`src/rtl/sap_bus_pkg.sv`:
```
// Shared types and sizing helpers for the SAP bus arbiter.
package sap_bus_pkg;

   typedef enum logic [1:0] {
      IDLE    = 2'd0,
      DRIVEN  = 2'd1,
      CONTEND = 2'd2
   } bus_state_e;

   localparam int unsigned DefDataW    = 8;
   localparam int unsigned DefNSrc     = 6;
   localparam int unsigned DefKeepLast = 1;
   localparam int unsigned DefErrCntW  = 8;

   // A single source still needs a 1-bit index so the port never collapses.
   function automatic int unsigned src_idx_w(input int unsigned n);
      return (n > 1) ? $clog2(n) : 1;
   endfunction

endpackage

```
`src/rtl/sap_bus_prio_enc.sv`:
```
// Fixed-priority encoder: lowest set index wins; also flags any/multiple requests.
module sap_bus_prio_enc #(
   parameter int unsigned N_SRC = 6,
   parameter int unsigned IDX_W = 3
) (
   input  logic [N_SRC-1:0] req_i,
   output logic [IDX_W-1:0] winner_o,
   output logic             any_req_o,
   output logic             multi_req_o
);

   logic seen;

   always_comb begin
      winner_o = '0;
      // Scan downwards so the lowest index is the last, winning assignment.
      for (int i = int'(N_SRC) - 1; i >= 0; i--) begin
         if (req_i[i]) winner_o = IDX_W'(i);
      end
   end

   always_comb begin
      seen        = 1'b0;
      multi_req_o = 1'b0;
      for (int i = 0; i < int'(N_SRC); i++) begin
         if (req_i[i]) begin
            if (seen) multi_req_o = 1'b1;
            seen = 1'b1;
         end
      end
      any_req_o = seen;
   end

endmodule

```
`src/rtl/sap_bus_arbiter.sv`:
```
// Registered bus arbiter: selects one source per cycle, tracks multi-driver contention.
module sap_bus_arbiter
   import sap_bus_pkg::*;
#(
   parameter int unsigned DATA_W    = DefDataW,
   parameter int unsigned N_SRC     = DefNSrc,
   parameter int unsigned KEEP_LAST = DefKeepLast,
   parameter int unsigned ERR_CNT_W = DefErrCntW
) (
   input  logic                           clk,
   input  logic                           rst,
   input  logic [N_SRC*DATA_W-1:0]        src_data,
   input  logic [N_SRC-1:0]               src_oe,
   input  logic                           hold,
   input  logic                           clr_err,
   output logic [DATA_W-1:0]              databus,
   output logic                           bus_valid,
   output logic [src_idx_w(N_SRC)-1:0]    bus_src,
   output logic [1:0]                     bus_state,
   output logic                           contention,
   output logic                           contention_sticky,
   output logic [ERR_CNT_W-1:0]           contention_cnt
);

   localparam int unsigned IDX_W = src_idx_w(N_SRC);
   localparam logic [ERR_CNT_W-1:0] CntMax = '1;

   logic [IDX_W-1:0]     winner;
   logic                 any_req;
   logic                 multi_req;
   logic [DATA_W-1:0]    win_data;

   logic [DATA_W-1:0]    data_q;
   logic                 valid_q;
   logic [IDX_W-1:0]     src_q;
   bus_state_e           state_q;
   logic                 cont_q;
   logic                 sticky_q;
   logic [ERR_CNT_W-1:0] cnt_q;

   sap_bus_prio_enc #(
      .N_SRC (N_SRC),
      .IDX_W (IDX_W)
   ) u_prio_enc (
      .req_i       (src_oe),
      .winner_o    (winner),
      .any_req_o   (any_req),
      .multi_req_o (multi_req)
   );

   always_comb begin
      win_data = '0;
      for (int i = 0; i < int'(N_SRC); i++) begin
         if (winner == IDX_W'(i)) win_data = src_data[i*DATA_W +: DATA_W];
      end
   end

   always_ff @(posedge clk) begin
      if (rst) begin
         data_q   <= '0;
         valid_q  <= 1'b0;
         src_q    <= '0;
         state_q  <= IDLE;
         cont_q   <= 1'b0;
         sticky_q <= 1'b0;
         cnt_q    <= '0;
      end else begin
         // Clear applies even while held; a same-cycle contention below then counts from zero.
         if (clr_err) begin
            cnt_q    <= '0;
            sticky_q <= 1'b0;
         end
         if (!hold) begin
            if (any_req) begin
               data_q  <= win_data;
               src_q   <= winner;
               valid_q <= 1'b1;
            end else begin
               valid_q <= 1'b0;
               if (KEEP_LAST == 0) data_q <= '0;
            end
            cont_q <= multi_req;
            if (multi_req) begin
               state_q  <= CONTEND;
               sticky_q <= 1'b1;
               if (clr_err)              cnt_q <= ERR_CNT_W'(1);
               else if (cnt_q != CntMax) cnt_q <= cnt_q + ERR_CNT_W'(1);
            end else if (any_req) begin
               state_q <= DRIVEN;
            end else begin
               state_q <= IDLE;
            end
         end
      end
   end

   assign databus           = data_q;
   assign bus_valid         = valid_q;
   assign bus_src           = src_q;
   assign bus_state         = state_q;
   assign contention        = cont_q;
   assign contention_sticky = sticky_q;
   assign contention_cnt    = cnt_q;

endmodule

```
`config.mk`:
```
export PLATFORM = sky130hd
export DESIGN_NAME = sap_bus_arbiter
export DESIGN_NICKNAME = d
export VERILOG_FILES = /design/src/rtl/sap_bus_pkg.sv /design/src/rtl/sap_bus_prio_enc.sv /design/src/rtl/sap_bus_arbiter.sv
export SDC_FILE = /design/constraint.sdc
export NUM_CORES = 1
export LEC_CHECK = 0
export ABC_AREA = 0
export BUFFER_PORTS_ARGS = -buffer_cell sky130_fd_sc_hd__buf_2
export CELL_PAD_IN_SITES_DETAIL_PLACEMENT = 1
export CELL_PAD_IN_SITES_GLOBAL_PLACEMENT = 1
export CORE_MARGIN = 2
export CORE_UTILIZATION = 31
export CTS_CLUSTER_SIZE = 30
export DETAILED_ROUTE_END_ITERATION = 7
export PLACE_DENSITY = 0.85
export SLEW_MARGIN = 5
export SYNTH_ARGS = -nofsm -noshare
export SYNTH_HDL_FRONTEND = slang
export SYNTH_SLANG_ARGS = --single-unit
export TNS_END_PERCENT = 5
```
`constraint.sdc`:
```
create_clock -name clk -period 2.1 [get_ports clk]
set_clock_uncertainty 0.15 [all_clocks]
set_input_delay 0 -clock clk [delete_from_list [all_inputs] [get_ports clk]]
set_output_delay 0 -clock clk [all_outputs]
set_load 0.02 [all_outputs]
```
==> results of run 1 <==
[worst min-delay path: stages]
cell,delay [ns]
sky130_fd_sc_hd__buf_2,0.08
sky130_fd_sc_hd__a21oi_1,0.06
sky130_fd_sc_hd__o21ai_1,0.12
sky130_fd_sc_hd__o211a_1,0.14
[metrics by stage]
step / util / hold WS, ns / setup WS (ns) / instances
2_1_floorplan: - / 0.0228 / 0.282 / 219
3_3_place_gp: 0.405 / 0.152 / 0.278 / 356
3_5_place_dp: 0.405 / 0.154 / 0.246 / 356
4_1_cts: 0.438 / 0.00354 / 0.0161 / 372
5_1_grt: 0.441 / 0.0243 / 0.00280 / 372
6_report: 0.441 / 0.00728 / 0.115 / 372
[cells by family (layout without fill, tap and decap cells)]
kind of cell    Yosys count  after routing  share of synthesized area
compound gates           86             86                      0.349
flops                    23             23                      0.282
buf+inv                  26            109                     0.0782
fa+ha+maj                 2              2                     0.0138
mux                      11             11                     0.0674
simple gates             71             71                      0.210
[layer usage]
layer / up-vias / track usage / wire, um
met2: 77 / 0.386 / 3100
li1: 984 / - / -
met5: - / 0 / 0
met1: 979 / 0.249 / 2640
met3: 16 / 0.0521 / 363
met4: 0 / 0.0673 / 160
[how the worst max path moves through the flow]
stage | end | slack (ns) | start | cells after the start
global route | databus[4]$_SDFFE_PP0P_ | 0.003 | hold | 7
finish | databus[4]$_SDFFE_PP0P_ | 0.12 | hold | 7
detailed placement | databus[3]$_SDFFE_PP0P_ | 0.25 | src_oe[1] | 7
CTS | databus[4]$_SDFFE_PP0P_ | 0.02 | src_oe[1] | 8
floorplan | contention_cnt[3]$_SDFF_PP0_ | 0.28 | contention_cnt[0]$_SDFF_PP0_ | 5
global placement | contention_cnt[3]$_SDFF_PP0_ | 0.28 | contention_cnt[0]$_SDFF_PP0_ | 5
[layout by cell type (no fill, tap or decap), types with 2 or more instances in the layout]
cell type / count
sky130_fd_sc_hd__nor2b_1: 2
sky130_fd_sc_hd__o21ai_0: 9
sky130_fd_sc_hd__inv_1: 5
sky130_fd_sc_hd__o31ai_1: 3
sky130_fd_sc_hd__o2111ai_1: 5
sky130_fd_sc_hd__a211oi_1: 2
sky130_fd_sc_hd__nand3_1: 11
sky130_fd_sc_hd__o221ai_1: 2
sky130_fd_sc_hd__clkbuf_8: 3
sky130_fd_sc_hd__nor3_1: 6
sky130_fd_sc_hd__or3_1: 4
sky130_fd_sc_hd__buf_2: 81
sky130_fd_sc_hd__o211a_1: 5
sky130_fd_sc_hd__o211ai_1: 6
sky130_fd_sc_hd__buf_4: 7
sky130_fd_sc_hd__nor2_1: 14
sky130_fd_sc_hd__a21oi_1: 30
sky130_fd_sc_hd__a21o_1: 6
sky130_fd_sc_hd__and3_1: 6
sky130_fd_sc_hd__nand2b_1: 2
sky130_fd_sc_hd__nand2_1: 18
sky130_fd_sc_hd__o21ai_1: 5
sky130_fd_sc_hd__o22ai_1: 5
sky130_fd_sc_hd__a31oi_1: 3
sky130_fd_sc_hd__or2_2: 2
sky130_fd_sc_hd__dfxtp_1: 23
sky130_fd_sc_hd__mux2i_1: 11
sky130_fd_sc_hd__dlygate4sd3_1: 12
[state kept, by name, indices dropped and copies added, names as in the netlist]
| name | cells |
|---|---|
| contention_cnt | 8 |
| bus_valid | 1 |
| databus | 8 |
| bus_src | 3 |
| bus_state | 2 |
| contention_sticky | 1 |
[report_power, final]
| group | internal, mW | leakage [nW] | total (mW) | switching, mW |
|---|---|---|---|---|
| combinational | 0.138 | 0.854 | 0.320 | 0.182 |
| clock | 0.133 | 0.0255 | 0.286 | 0.153 |
| sequential | 0.457 | 0.189 | 0.471 | 0.0136 |
| total | 0.728 | 1.07 | 1.08 | 0.349 |
[what timing repair did]
action,4_1_cts,5_1_grt
hold buffers,12,0
hold endpoints to repair,21,0
gates resized for setup,0,3
endpoints found under the setup margin,0,1
setup buffers,0,0
[area by class of cell]
cell class / count / share of cell area
multi-input combinational: 170 / 0.471
timing repair buffer: 100 / 0.257
sequential: 23 / 0.205
tap: 70 / 0.0389
clock buffer: 3 / 0.0183
inverter: 5 / 0.00834
clock inverter: 1 / 0.00222
[cell usage after synthesis]
library cell,number
sky130_fd_sc_hd__a2111o_1,1
sky130_fd_sc_hd__a211oi_1,2
sky130_fd_sc_hd__a21o_1,6
sky130_fd_sc_hd__a21oi_1,30
sky130_fd_sc_hd__a311oi_1,1
sky130_fd_sc_hd__a31oi_1,3
sky130_fd_sc_hd__a41o_1,1
sky130_fd_sc_hd__and3_1,6
sky130_fd_sc_hd__buf_1,1
sky130_fd_sc_hd__buf_2,5
sky130_fd_sc_hd__buf_4,2
sky130_fd_sc_hd__buf_6,2
sky130_fd_sc_hd__clkbuf_1,10
sky130_fd_sc_hd__clkbuf_2,1
sky130_fd_sc_hd__dfxtp_1,23
sky130_fd_sc_hd__ha_1,1
sky130_fd_sc_hd__inv_1,5
sky130_fd_sc_hd__maj3_1,1
sky130_fd_sc_hd__mux2i_1,11
sky130_fd_sc_hd__nand2_1,18
sky130_fd_sc_hd__nand2b_1,2
sky130_fd_sc_hd__nand3_1,12
sky130_fd_sc_hd__nor2_1,14
sky130_fd_sc_hd__nor2b_1,2
sky130_fd_sc_hd__nor3_1,7
sky130_fd_sc_hd__nor3b_1,1
sky130_fd_sc_hd__nor4_1,1
sky130_fd_sc_hd__o2111ai_1,5
sky130_fd_sc_hd__o211a_1,5
sky130_fd_sc_hd__o211ai_1,6
sky130_fd_sc_hd__o21ai_0,9
sky130_fd_sc_hd__o21ai_1,5
sky130_fd_sc_hd__o221ai_1,2
sky130_fd_sc_hd__o22ai_1,5
sky130_fd_sc_hd__o2bb2ai_1,1
sky130_fd_sc_hd__o31ai_1,3
sky130_fd_sc_hd__o31ai_4,1
sky130_fd_sc_hd__or2_2,2
sky130_fd_sc_hd__or3_1,5
sky130_fd_sc_hd__or4_1,1
==> summary.json, run 1 <==
{
  "timing": {
    "period_share": 0.945,
    "rsz0062_at_grt": "false",
    "setup-tns-final_ns": 0,
    "final.min_clock_period_ns": 1.98,
    "clock.fmax_mhz": 504,
    "finalSetupViolations": 0,
    "slew-limit-headroom": 0.603,
    "report.final.hold_viol_count": 0,
    "finalMaxSlewViolations": 0,
    "timing_worst_slew_pin_value_ns": 0.595
  },
  "route": {
    "vias_per_cell": 5.53,
    "post-route-drc-count": 0,
    "dr_total_vias": 2056,
    "finalWirelength_um": 6260,
    "detail_routed_net_length_per_standard_cell_um": 16.8,
    "initial_drt_markers": 77,
    "drtPass1Iterations": 4,
    "drt.antenna.violating_nets": 0
  },
  "min_path": {
    "hp-class": "in2reg",
    "min-delay-start": "src_data[6]",
    "hold_path_end": "databus[6]$_SDFFE_PP0P_",
    "hold_depth": 4
  },
  "critical_path": {
    "critical_path_required_ns": 2.16,
    "path_class": "in2reg",
    "critPathMostFrequentCell": "sky130_fd_sc_hd__dlygate4sd3_1",
    "slowest_delay_ns": 0.55,
    "timing.critical_path.from_type": "input port",
    "critPathArrivalTime_ns": 2.05,
    "r2r-start": "contention_cnt[0]$_SDFF_PP0_",
    "cells_along_the_critical_path": "dlygate4sd3_1, buf_2, a21oi_1, o221ai_1, a21o_1, a31oi_1, dlygate4sd3_1",
    "critPathSlowestCell": "sky130_fd_sc_hd__dlygate4sd3_1",
    "worstRegToRegCells": 5,
    "cpLargestDelayFamily": "buffers and inverters",
    "end_kind": "register",
    "crit_buf_inv": 3,
    "crit_fanout": 8,
    "worst_reg2reg_endpoint": "contention_cnt[3]$_SDFF_PP0_",
    "reg2reg_setup_slack_ns": 0.18
  },
  "outcome": {
    "status": "completed"
  },
  "clocking": {
    "cts-buffers-inserted": 3,
    "insertion_delay_ns": 0.27,
    "clock_tree.htree_level_count": 1,
    "clock_transition_at_path_regs_ns": 0.08,
    "cts_buffer_depth": 2,
    "tritoncts": "yes",
    "clk_sink_count": 23,
    "cts.root.buffer_cell": "sky130_fd_sc_hd__clkbuf_8"
  },
  "floorplan": {
    "floorplan.core_area_um2": 5110,
    "start_util": 0.320,
    "chipHeight_um": 76.6,
    "fp.dieW_um": 76.6,
    "die_area_um2": 5860,
    "floorplan.io_pins": 82,
    "placement_rows": 26
  },
  "power": {
    "total_leakage_power_nw": 1.07,
    "vdd_drop_max_uv": 332,
    "final_power_mw": 1.08,
    "power_per_cell_area_nw_per_um2": 478
  },
  "logic_synthesis": {
    "postSynthNetCount": 278,
    "netlist_instances": 219,
    "post_synth_instance_area_um2": 1630,
    "yosysUniqueCellTypes": 40,
    "post-synth-top-area-cell": "sky130_fd_sc_hd__dfxtp_1",
    "synth_seq_cells": 23,
    "synth.top_cells.by_area": "sky130_fd_sc_hd__dfxtp_1 28%, sky130_fd_sc_hd__a21oi_1 9.2%, sky130_fd_sc_hd__mux2i_1 6.7%",
    "area_fraction_of_the_dominant_cell_type_after_synthesis": 0.282,
    "yosysWarningCount": 0,
    "synth.avg_cell_area_um2": 7.46,
    "ys_seq_area_frac": 0.282
  },
  "grt": {
    "track_usage": 0.215,
    "antenna_violations_before_repair": 0,
    "grt_overflow_total": 0,
    "grt_start_max_net_pins": 16,
    "grt_pass1_vias": 2191,
    "global_route_wire_length_before_repair_um": 10400
  },
  "final_layout": {
    "layout-drive-gt1-share": 0.325,
    "ff_latch_area_um2": 460,
    "multiInputGateArea_um2": 1060,
    "layout.nets": 362,
    "num-fill-cells": 683,
    "syn2layout_area_growth_pct": 37.9,
    "postLayoutCellArea_um2": 2250,
    "antennaDiodeCount": 0
  },
  "flow_run": {
    "max_cap_violations": 0
  },
  "place": {
    "io_buffer_count": 81,
    "hpwl_um": 4780,
    "gp_congestion": 0.906,
    "placement.cell_area_um2": 2070
  }
}
Note: power is estimated with default switching activity, not from simulation.
==> run 2: changes to the inputs <==
--- a/config.mk
+++ b/config.mk
@@ -13,6 +13,7 @@
 export CORE_UTILIZATION = 31
 export CTS_CLUSTER_SIZE = 30
 export DETAILED_ROUTE_END_ITERATION = 7
+export MAX_ROUTING_LAYER = met4
 export PLACE_DENSITY = 0.85
 export SLEW_MARGIN = 5
 export SYNTH_ARGS = -nofsm -noshare
==> summary.json, run 2 (same netlist as run 1, synthesis figures left out) <==
{
  "grt": {
    "grt_pass1_vias": {"value": 2186, "change": "was 2191"},
    "global_route_wire_length_before_repair": {"value": 10400, "unit": "um", "change": "about the same"},
    "grt_start_max_net_pins": {"value": 16, "change": "unchanged"},
    "track_usage": {"value": 0.221, "change": "was 0.215"},
    "grt_overflow_total": {"value": 0, "change": "unchanged"},
    "antenna_violations_before_repair": {"value": 0, "change": "unchanged"}
  },
  "power": {
    "power_per_cell_area": {"value": 478, "unit": "nW/um2", "change": "about the same"},
    "total_leakage_power": {"value": 1.07, "unit": "nW", "change": "unchanged"},
    "vdd_drop_max": {"value": 331, "unit": "uV", "change": "was 332 uV"}
  },
  "critical_path": {
    "slowest_delay": {"value": 0.56, "unit": "ns", "change": "was 0.55 ns"},
    "timing.critical_path.from_type": {"value": "input port", "change": "unchanged"},
    "critical_path_required": {"value": 2.16, "unit": "ns", "change": "about the same"},
    "crit_fanout": {"value": 8, "change": "unchanged"},
    "critPathMostFrequentCell": {"value": "sky130_fd_sc_hd__dlygate4sd3_1", "change": "unchanged"},
    "cells_along_the_critical_path": {"value": "dlygate4sd3_1, buf_2, a21oi_1, o221ai_1, a21o_1, a31oi_1, dlygate4sd3_1", "change": "unchanged"},
    "critPathArrivalTime": {"value": 2.05, "unit": "ns", "change": "about the same"},
    "critPathSlowestCell": {"value": "sky130_fd_sc_hd__dlygate4sd3_1", "change": "unchanged"},
    "path_class": {"value": "in2reg", "change": "unchanged"},
    "end_kind": {"value": "register", "change": "unchanged"}
  },
  "clocking": {
    "post_cts.repair.setup_buffers": {"value": 0, "change": "unchanged"},
    "tritoncts": {"value": "yes", "change": "unchanged"},
    "clock_tree.htree_level_count": {"value": 1, "change": "unchanged"},
    "clk_sink_count": {"value": 23, "change": "unchanged"},
    "cts-buffers-inserted": {"value": 3, "change": "unchanged"},
    "insertion_delay": {"value": 0.27, "unit": "ns", "change": "about the same"},
    "clock_transition_at_path_regs": {"value": 0.08, "unit": "ns", "change": "about the same"},
    "cts.root.buffer_cell": {"value": "sky130_fd_sc_hd__clkbuf_8", "change": "unchanged"},
    "cts_buffer_depth": {"value": 2, "change": "unchanged"}
  },
  "floorplan": {
    "placement_rows": {"value": 26, "change": "unchanged"},
    "start_util": {"value": 0.320, "change": "unchanged"},
    "fp.dieW": {"value": 76.6, "unit": "um", "change": "unchanged"},
    "die_area": {"value": 5860, "unit": "um2", "change": "unchanged"},
    "floorplan.io_pins": {"value": 82, "change": "unchanged"},
    "chipHeight": {"value": 76.6, "unit": "um", "change": "unchanged"},
    "floorplan.core_area": {"value": 5110, "unit": "um2", "change": "unchanged"}
  },
  "final_layout": {
    "num-fill-cells": {"value": 683, "change": "unchanged"},
    "antennaDiodeCount": {"value": 0, "change": "unchanged"},
    "layout.cells.most_common_list": {"value": "81 x sky130_fd_sc_hd__buf_2, 30 x sky130_fd_sc_hd__a21oi_1, 23 x sky130_fd_sc_hd__dfxtp_1", "change": "unchanged"},
    "mostFrequentLayoutCell": {"value": "sky130_fd_sc_hd__buf_2", "change": "unchanged"},
    "syn2layout_area_growth": {"value": 37.9, "unit": "%", "change": "unchanged"},
    "final_util": {"value": 0.441, "change": "unchanged"},
    "layout-drive-gt1-share": {"value": 0.325, "change": "unchanged"},
    "layout.nets": {"value": 362, "change": "unchanged"}
  },
  "timing": {
    "finalMaxSlewViolations": {"value": 0, "change": "unchanged"},
    "period_share": {"value": 0.945, "change": "about the same"},
    "final.min_clock_period": {"value": 1.98, "unit": "ns", "change": "about the same"},
    "rsz0062_at_grt": {"value": "false", "change": "unchanged"},
    "finalSetupViolations": {"value": 0, "change": "unchanged"},
    "report.final.hold_viol_count": {"value": 0, "change": "unchanged"},
    "clock.fmax": {"value": 504, "unit": "MHz", "change": "about the same"},
    "setup-tns-final": {"value": 0, "unit": "ns", "change": "unchanged"},
    "timing_worst_slew_pin_value": {"value": 0.601, "unit": "ns", "change": "was 0.595 ns"},
    "slew-limit-headroom": {"value": 0.599, "change": "was 0.603"}
  },
  "route": {
    "drt.antenna.violating_nets": {"value": 0, "change": "unchanged"},
    "post-route-drc-count": {"value": 0, "change": "unchanged"},
    "drtPass1Iterations": {"value": 4, "change": "unchanged"},
    "vias_per_cell": {"value": 5.52, "change": "was 5.53"},
    "dr_total_vias": {"value": 2053, "change": "was 2056"},
    "finalWirelength": {"value": 6220, "unit": "um", "change": "was 6260 um"},
    "detail_routed_net_length_per_standard_cell": {"value": 16.7, "unit": "um", "change": "was 16.8 um"},
    "initial_drt_markers": {"value": 79, "change": "was 77"}
  },
  "min_path": {
    "hp-class": {"value": "in2reg", "change": "unchanged"}
  },
  "place": {
    "gp_congestion": {"value": 0.921, "change": "was 0.906"},
    "hpwl": {"value": 4780, "unit": "um", "change": "unchanged"},
    "io_buffer_count": {"value": 81, "change": "unchanged"}
  },
  "flow_run": {
    "max_cap_violations": {"value": 0, "change": "unchanged"}
  },
  "outcome": {
    "status": {"value": "completed", "change": "unchanged"}
  }
}
==> run 2: path summary, 6_finish.rpt <==
check | start | end | slack, ns | cells after the start
setup / recovery | hold | databus[4]$_SDFFE_PP0P_ | 0.12 | 7
hold / removal | src_data[6] | databus[6]$_SDFFE_PP0P_ | 0.007 | 4
setup reg to reg | contention_cnt[0]$_SDFF_PP0_ | contention_cnt[3]$_SDFF_PP0_ | 0.19 | 5
hold reg to reg | bus_valid$_SDFFE_PP0N_ | bus_valid$_SDFFE_PP0N_ | 0.30 | 2
==> run 2: layer usage <==
layer	vias up	wire length [um]	global-route usage
met3	14	295	0.0438
met2	74	3070	0.386
met5	-	0	-
li1	984	-	-
met4	0	150	0.0673
met1	981	2700	0.256
==> run 2: critical path: cells and delay by family <==
family          cells  cell delay (ns)
buf+inv             3             1.26
compound gates      4             0.79
==> run 2: repair_timing <==
item                       4_1_cts  5_1_grt
resized for setup                0        3
hold buffers                    12        0
hold endpoints to repair        21        0
setup endpoints to repair        0        1
==> run 2: cell type report <==
type	count	area, um2	area share
Clock buffer	3	41.3	0.0183
Clock inverter	1	5.00	0.00222
Inverter	5	18.8	0.00834
Multi-Input combinational cell	170	1060	0.471
Sequential cell	23	460	0.205
Tap cell	70	87.6	0.0389
Timing Repair Buffer	100	578	0.257
==> run 2: report_power, final <==
part / total, mW / internal [mW] / switching, mW / leakage (nW)
combinational: 0.320 / 0.138 / 0.182 / 0.854
sequential: 0.471 / 0.457 / 0.0137 / 0.189
clock: 0.285 / 0.133 / 0.152 / 0.0255
==> run 2: per-stage QoR <==
step / cell area [um2] / setup slack (ns) / hold slack (ns) / power (mW) / instances
detailed placement: 2070 / 0.246 / 0.154 / 0.778 / 356
floorplan: 1630 / 0.282 / 0.0228 / 0.658 / 219
global placement: 2070 / 0.278 / 0.152 / 0.768 / 356
global route: 2250 / 0.00280 / 0.0244 / 1.14 / 372
finish: 2250 / 0.115 / 0.00733 / 1.07 / 372
CTS: 2240 / 0.0161 / 0.00354 / 1.08 / 372
==> run 3: changes to the inputs <==
--- a/config.mk
+++ b/config.mk
@@ -6,15 +6,15 @@
 export NUM_CORES = 1
 export LEC_CHECK = 0
 export ABC_AREA = 0
-export BUFFER_PORTS_ARGS = -buffer_cell sky130_fd_sc_hd__buf_2
 export CELL_PAD_IN_SITES_DETAIL_PLACEMENT = 1
 export CELL_PAD_IN_SITES_GLOBAL_PLACEMENT = 1
 export CORE_MARGIN = 2
-export CORE_UTILIZATION = 31
+export CORE_UTILIZATION = 40
 export CTS_CLUSTER_SIZE = 30
 export DETAILED_ROUTE_END_ITERATION = 7
+export DONT_BUFFER_PORTS = 1
 export MAX_ROUTING_LAYER = met4
-export PLACE_DENSITY = 0.85
+export PLACE_DENSITY = 0.8
 export SLEW_MARGIN = 5
 export SYNTH_ARGS = -nofsm -noshare
 export SYNTH_HDL_FRONTEND = slang
==> summary.json, run 3 (same netlist as run 1, synthesis figures left out) <==
{
  "critical_path": {
    "cpLargestDelayFamily": {"value": "simple AND/OR/NAND/NOR gates", "change": "was buffers and inverters"},
    "end_kind": {"value": "register", "change": "unchanged"},
    "path_class": {"value": "in2reg", "change": "unchanged"},
    "critPathArrivalTime": {"value": 2.02, "unit": "ns", "change": "was 2.05 ns"},
    "critPathMostFrequentCell": {"value": "sky130_fd_sc_hd__or3_1", "change": "was sky130_fd_sc_hd__dlygate4sd3_1"},
    "critPathSlowestCell": {"value": "sky130_fd_sc_hd__dlygate4sd3_1", "change": "unchanged"},
    "slowest_delay": {"value": 0.58, "unit": "ns", "change": "was 0.56 ns"},
    "timing.critical_path.from_type": {"value": "input port", "change": "unchanged"},
    "reg2reg_setup_slack": {"value": 0.29, "unit": "ns", "change": "was 0.19 ns"},
    "crit_fanout": {"value": 18, "change": "was 8"},
    "crit_buf_inv": {"value": 1, "change": "was 3"},
    "critical_path_required": {"value": 2.11, "unit": "ns", "change": "was 2.16 ns"},
    "cells_along_the_critical_path": {"value": "or3_1, or3_1, o211ai_1, o21ai_1, dlygate4sd3_1, o211a_1", "change": "was dlygate4sd3_1, buf_2, a21oi_1, o221ai_1, a21o_1, a31oi_1, dlygate4sd3_1"}
  },
  "route": {
    "dr_total_vias": {"value": 1806, "change": "was 2053"},
    "initial_drt_markers": {"value": 44, "change": "was 79"},
    "vias_per_cell": {"value": 6.31, "change": "was 5.52"},
    "drtPass1Iterations": {"value": 4, "change": "unchanged"},
    "detail_routed_net_length_per_standard_cell": {"value": 20.2, "unit": "um", "change": "was 16.7 um"},
    "finalWirelength": {"value": 5770, "unit": "um", "change": "was 6220 um"},
    "drt.antenna.violating_nets": {"value": 0, "change": "unchanged"},
    "post-route-drc-count": {"value": 0, "change": "unchanged"}
  },
  "final_layout": {
    "postLayoutCellArea": {"value": 1970, "unit": "um2", "change": "was 2250 um2"},
    "antennaDiodeCount": {"value": 0, "change": "unchanged"},
    "mostFrequentLayoutCell": {"value": "sky130_fd_sc_hd__a21oi_1", "change": "was sky130_fd_sc_hd__buf_2"},
    "layout-drive-gt1-share": {"value": 0.0636, "change": "was 0.325"},
    "syn2layout_area_growth": {"value": 20.4, "unit": "%", "change": "was 37.9%"},
    "layout.nets": {"value": 296, "change": "was 362"},
    "layout.cells.most_common_list": {"value": "29 x sky130_fd_sc_hd__a21oi_1, 27 x sky130_fd_sc_hd__dlygate4sd3_1, 23 x sky130_fd_sc_hd__dfxtp_1", "change": "was 81 x sky130_fd_sc_hd__buf_2, 30 x sky130_fd_sc_hd__a21oi_1, 23 x sky130_fd_sc_hd__dfxtp_1"}
  },
  "clocking": {
    "cts.root.buffer_cell": {"value": "sky130_fd_sc_hd__clkbuf_8", "change": "unchanged"},
    "cts-buffers-inserted": {"value": 3, "change": "unchanged"},
    "insertion_delay": {"value": 0.26, "unit": "ns", "change": "was 0.27 ns"},
    "cts_buffer_depth": {"value": 2, "change": "unchanged"},
    "clock_tree.htree_level_count": {"value": 1, "change": "unchanged"},
    "clock_transition_at_path_regs": {"value": 0.08, "unit": "ns", "change": "about the same"},
    "clk_sink_count": {"value": 23, "change": "unchanged"},
    "tritoncts": {"value": "yes", "change": "unchanged"}
  },
  "place": {
    "hpwl": {"value": 3790, "unit": "um", "change": "was 4780 um"},
    "placement.cell_area": {"value": 1630, "unit": "um2", "change": "was 2070 um2"},
    "gp_congestion": {"value": 0.739, "change": "was 0.921"},
    "io_buffer_count": {"value": 0, "change": "was 81"}
  },
  "outcome": {
    "violations": "negative hold slack",
    "status": {"value": "finished with violations", "change": "was completed"}
  },
  "grt": {
    "met1_capacity_usage_during_global_routing": {"value": 0.288, "change": "was 0.256"},
    "track_usage": {"value": 0.263, "change": "was 0.221"},
    "antenna_violations_before_repair": {"value": 0, "change": "unchanged"},
    "grt_start_max_net_pins": {"value": 19, "change": "was 16"},
    "global_route_wire_length_before_repair": {"value": 8890, "unit": "um", "change": "was 10400 um"},
    "gr-max-usage-layer": {"value": "met2", "change": "unchanged"},
    "grt.met3_usage": {"value": 0.0510, "change": "was 0.0438"},
    "grt_pass1_vias": {"value": 1922, "change": "was 2186"},
    "use_met2": {"value": 0.484, "change": "was 0.386"},
    "grt_overflow_total": {"value": 0, "change": "unchanged"}
  },
  "floorplan": {
    "placement_rows": {"value": 23, "change": "was 26"},
    "die_area": {"value": 4610, "unit": "um2", "change": "was 5860 um2"},
    "floorplan.core_area": {"value": 3970, "unit": "um2", "change": "was 5110 um2"},
    "start_util": {"value": 0.411, "change": "was 0.320"},
    "fp.dieW": {"value": 67.9, "unit": "um", "change": "was 76.6 um"},
    "chipHeight": {"value": 67.9, "unit": "um", "change": "was 76.6 um"},
    "floorplan.io_pins": {"value": 82, "change": "unchanged"}
  },
  "timing": {
    "setup-tns-final": {"value": 0, "unit": "ns", "change": "unchanged"},
    "timing_worst_slew_pin_value": {"value": 0.613, "unit": "ns", "change": "was 0.601 ns"},
    "report.final.hold_viol_count": {"value": 1, "change": "was 0"},
    "period_share": {"value": 0.956, "change": "was 0.945"},
    "slew-limit-headroom": {"value": 0.592, "change": "was 0.599"},
    "clock.fmax": {"value": 498, "unit": "MHz", "change": "was 504 MHz"},
    "hold_ws": {"value": -0.00292, "unit": "ns", "change": "was 0.00733 ns"},
    "final.min_clock_period": {"value": 2.01, "unit": "ns", "change": "was 1.98 ns"},
    "rsz0062_at_grt": {"value": "false", "change": "unchanged"},
    "finalMaxSlewViolations": {"value": 0, "change": "unchanged"},
    "finalSetupViolations": {"value": 0, "change": "unchanged"}
  },
  "power": {
    "total_leakage_power": {"value": 0.781, "unit": "nW", "change": "was 1.07 nW"},
    "vdd_drop_max": {"value": 354, "unit": "uV", "change": "was 331 uV"},
    "power_per_cell_area": {"value": 507, "unit": "nW/um2", "change": "was 478 nW/um2"}
  },
  "min_path": {
    "hp-class": {"value": "in2reg", "change": "unchanged"}
  },
  "flow_run": {
    "max_cap_violations": {"value": 0, "change": "unchanged"}
  }
}
run 3: per-stage QoR:
| stage | worst slack (ns) | hold slack, ns | power (mW) | util | instances |
|---|---|---|---|---|---|
| 2_1_floorplan | 0.282 | 0.0228 | 0.658 | - | 219 |
| 3_3_place_gp | 0.370 | -0.0793 | 0.659 | 0.411 | 254 |
| 3_5_place_dp | 0.305 | -0.0773 | 0.662 | 0.411 | 254 |
| 4_1_cts | 0.0596 | 0.00354 | 0.992 | 0.493 | 286 |
| 5_1_grt | 0.0562 | 0.0523 | 1.04 | 0.495 | 286 |
| 6_report | 0.0918 | -0.00292 | 0.997 | 0.495 | 286 |
run 3: final timing paths:
kind | from | endpoint | depth (start not counted)
setup / recovery | src_oe[2] | databus[0]$_SDFFE_PP0P_ | 6
hold / removal | src_oe[5] | bus_src[0]$_SDFFE_PP0P_ | 4
setup reg to reg | contention_cnt[0]$_SDFF_PP0_ | contention_cnt[3]$_SDFF_PP0_ | 5
hold reg to reg | bus_valid$_SDFFE_PP0N_ | bus_valid$_SDFFE_PP0N_ | 2
run 3: where the power goes:
group	internal, mW	switching, mW
clock	0.132	0.145
combinational	0.109	0.114
sequential	0.457	0.0400
total	0.698	0.299
run 3: cell type report:
class                   instances  area, um2
clock buffers                   3       41.3
clock inverters                 1       5.00
fillers                       506       2010
inverters                       5       18.8
multi-input cells             170       1050
flip-flops and latches         23        460
well taps                      50       62.6
repair buffers                 34        328
run 3: what timing repair did:
action                                 in CTS  in global routing
hold buffers                               28                  0
setup endpoints to repair                   0                  9
resized for setup                           0                  3
endpoints found under the hold margin      23                  0
setup buffers                               0                  0
run 3: per-layer routing:
layer / vias up / part of all wire
met4: 0 / 0.018
met2: 80 / 0.53
met1: 863 / 0.39
met3: 10 / 0.060
met5: - / 0
li1: 853 / -
run 3: worst reg2reg max path, stage by stage, from the launching register on:
cell and delay (ns):
sky130_fd_sc_hd__dfxtp_1 0.32, sky130_fd_sc_hd__ha_1 0.25, sky130_fd_sc_hd__and3_1 0.25, sky130_fd_sc_hd__and3_1 0.23
sky130_fd_sc_hd__or4_1 0.41, sky130_fd_sc_hd__a21oi_1 0.14
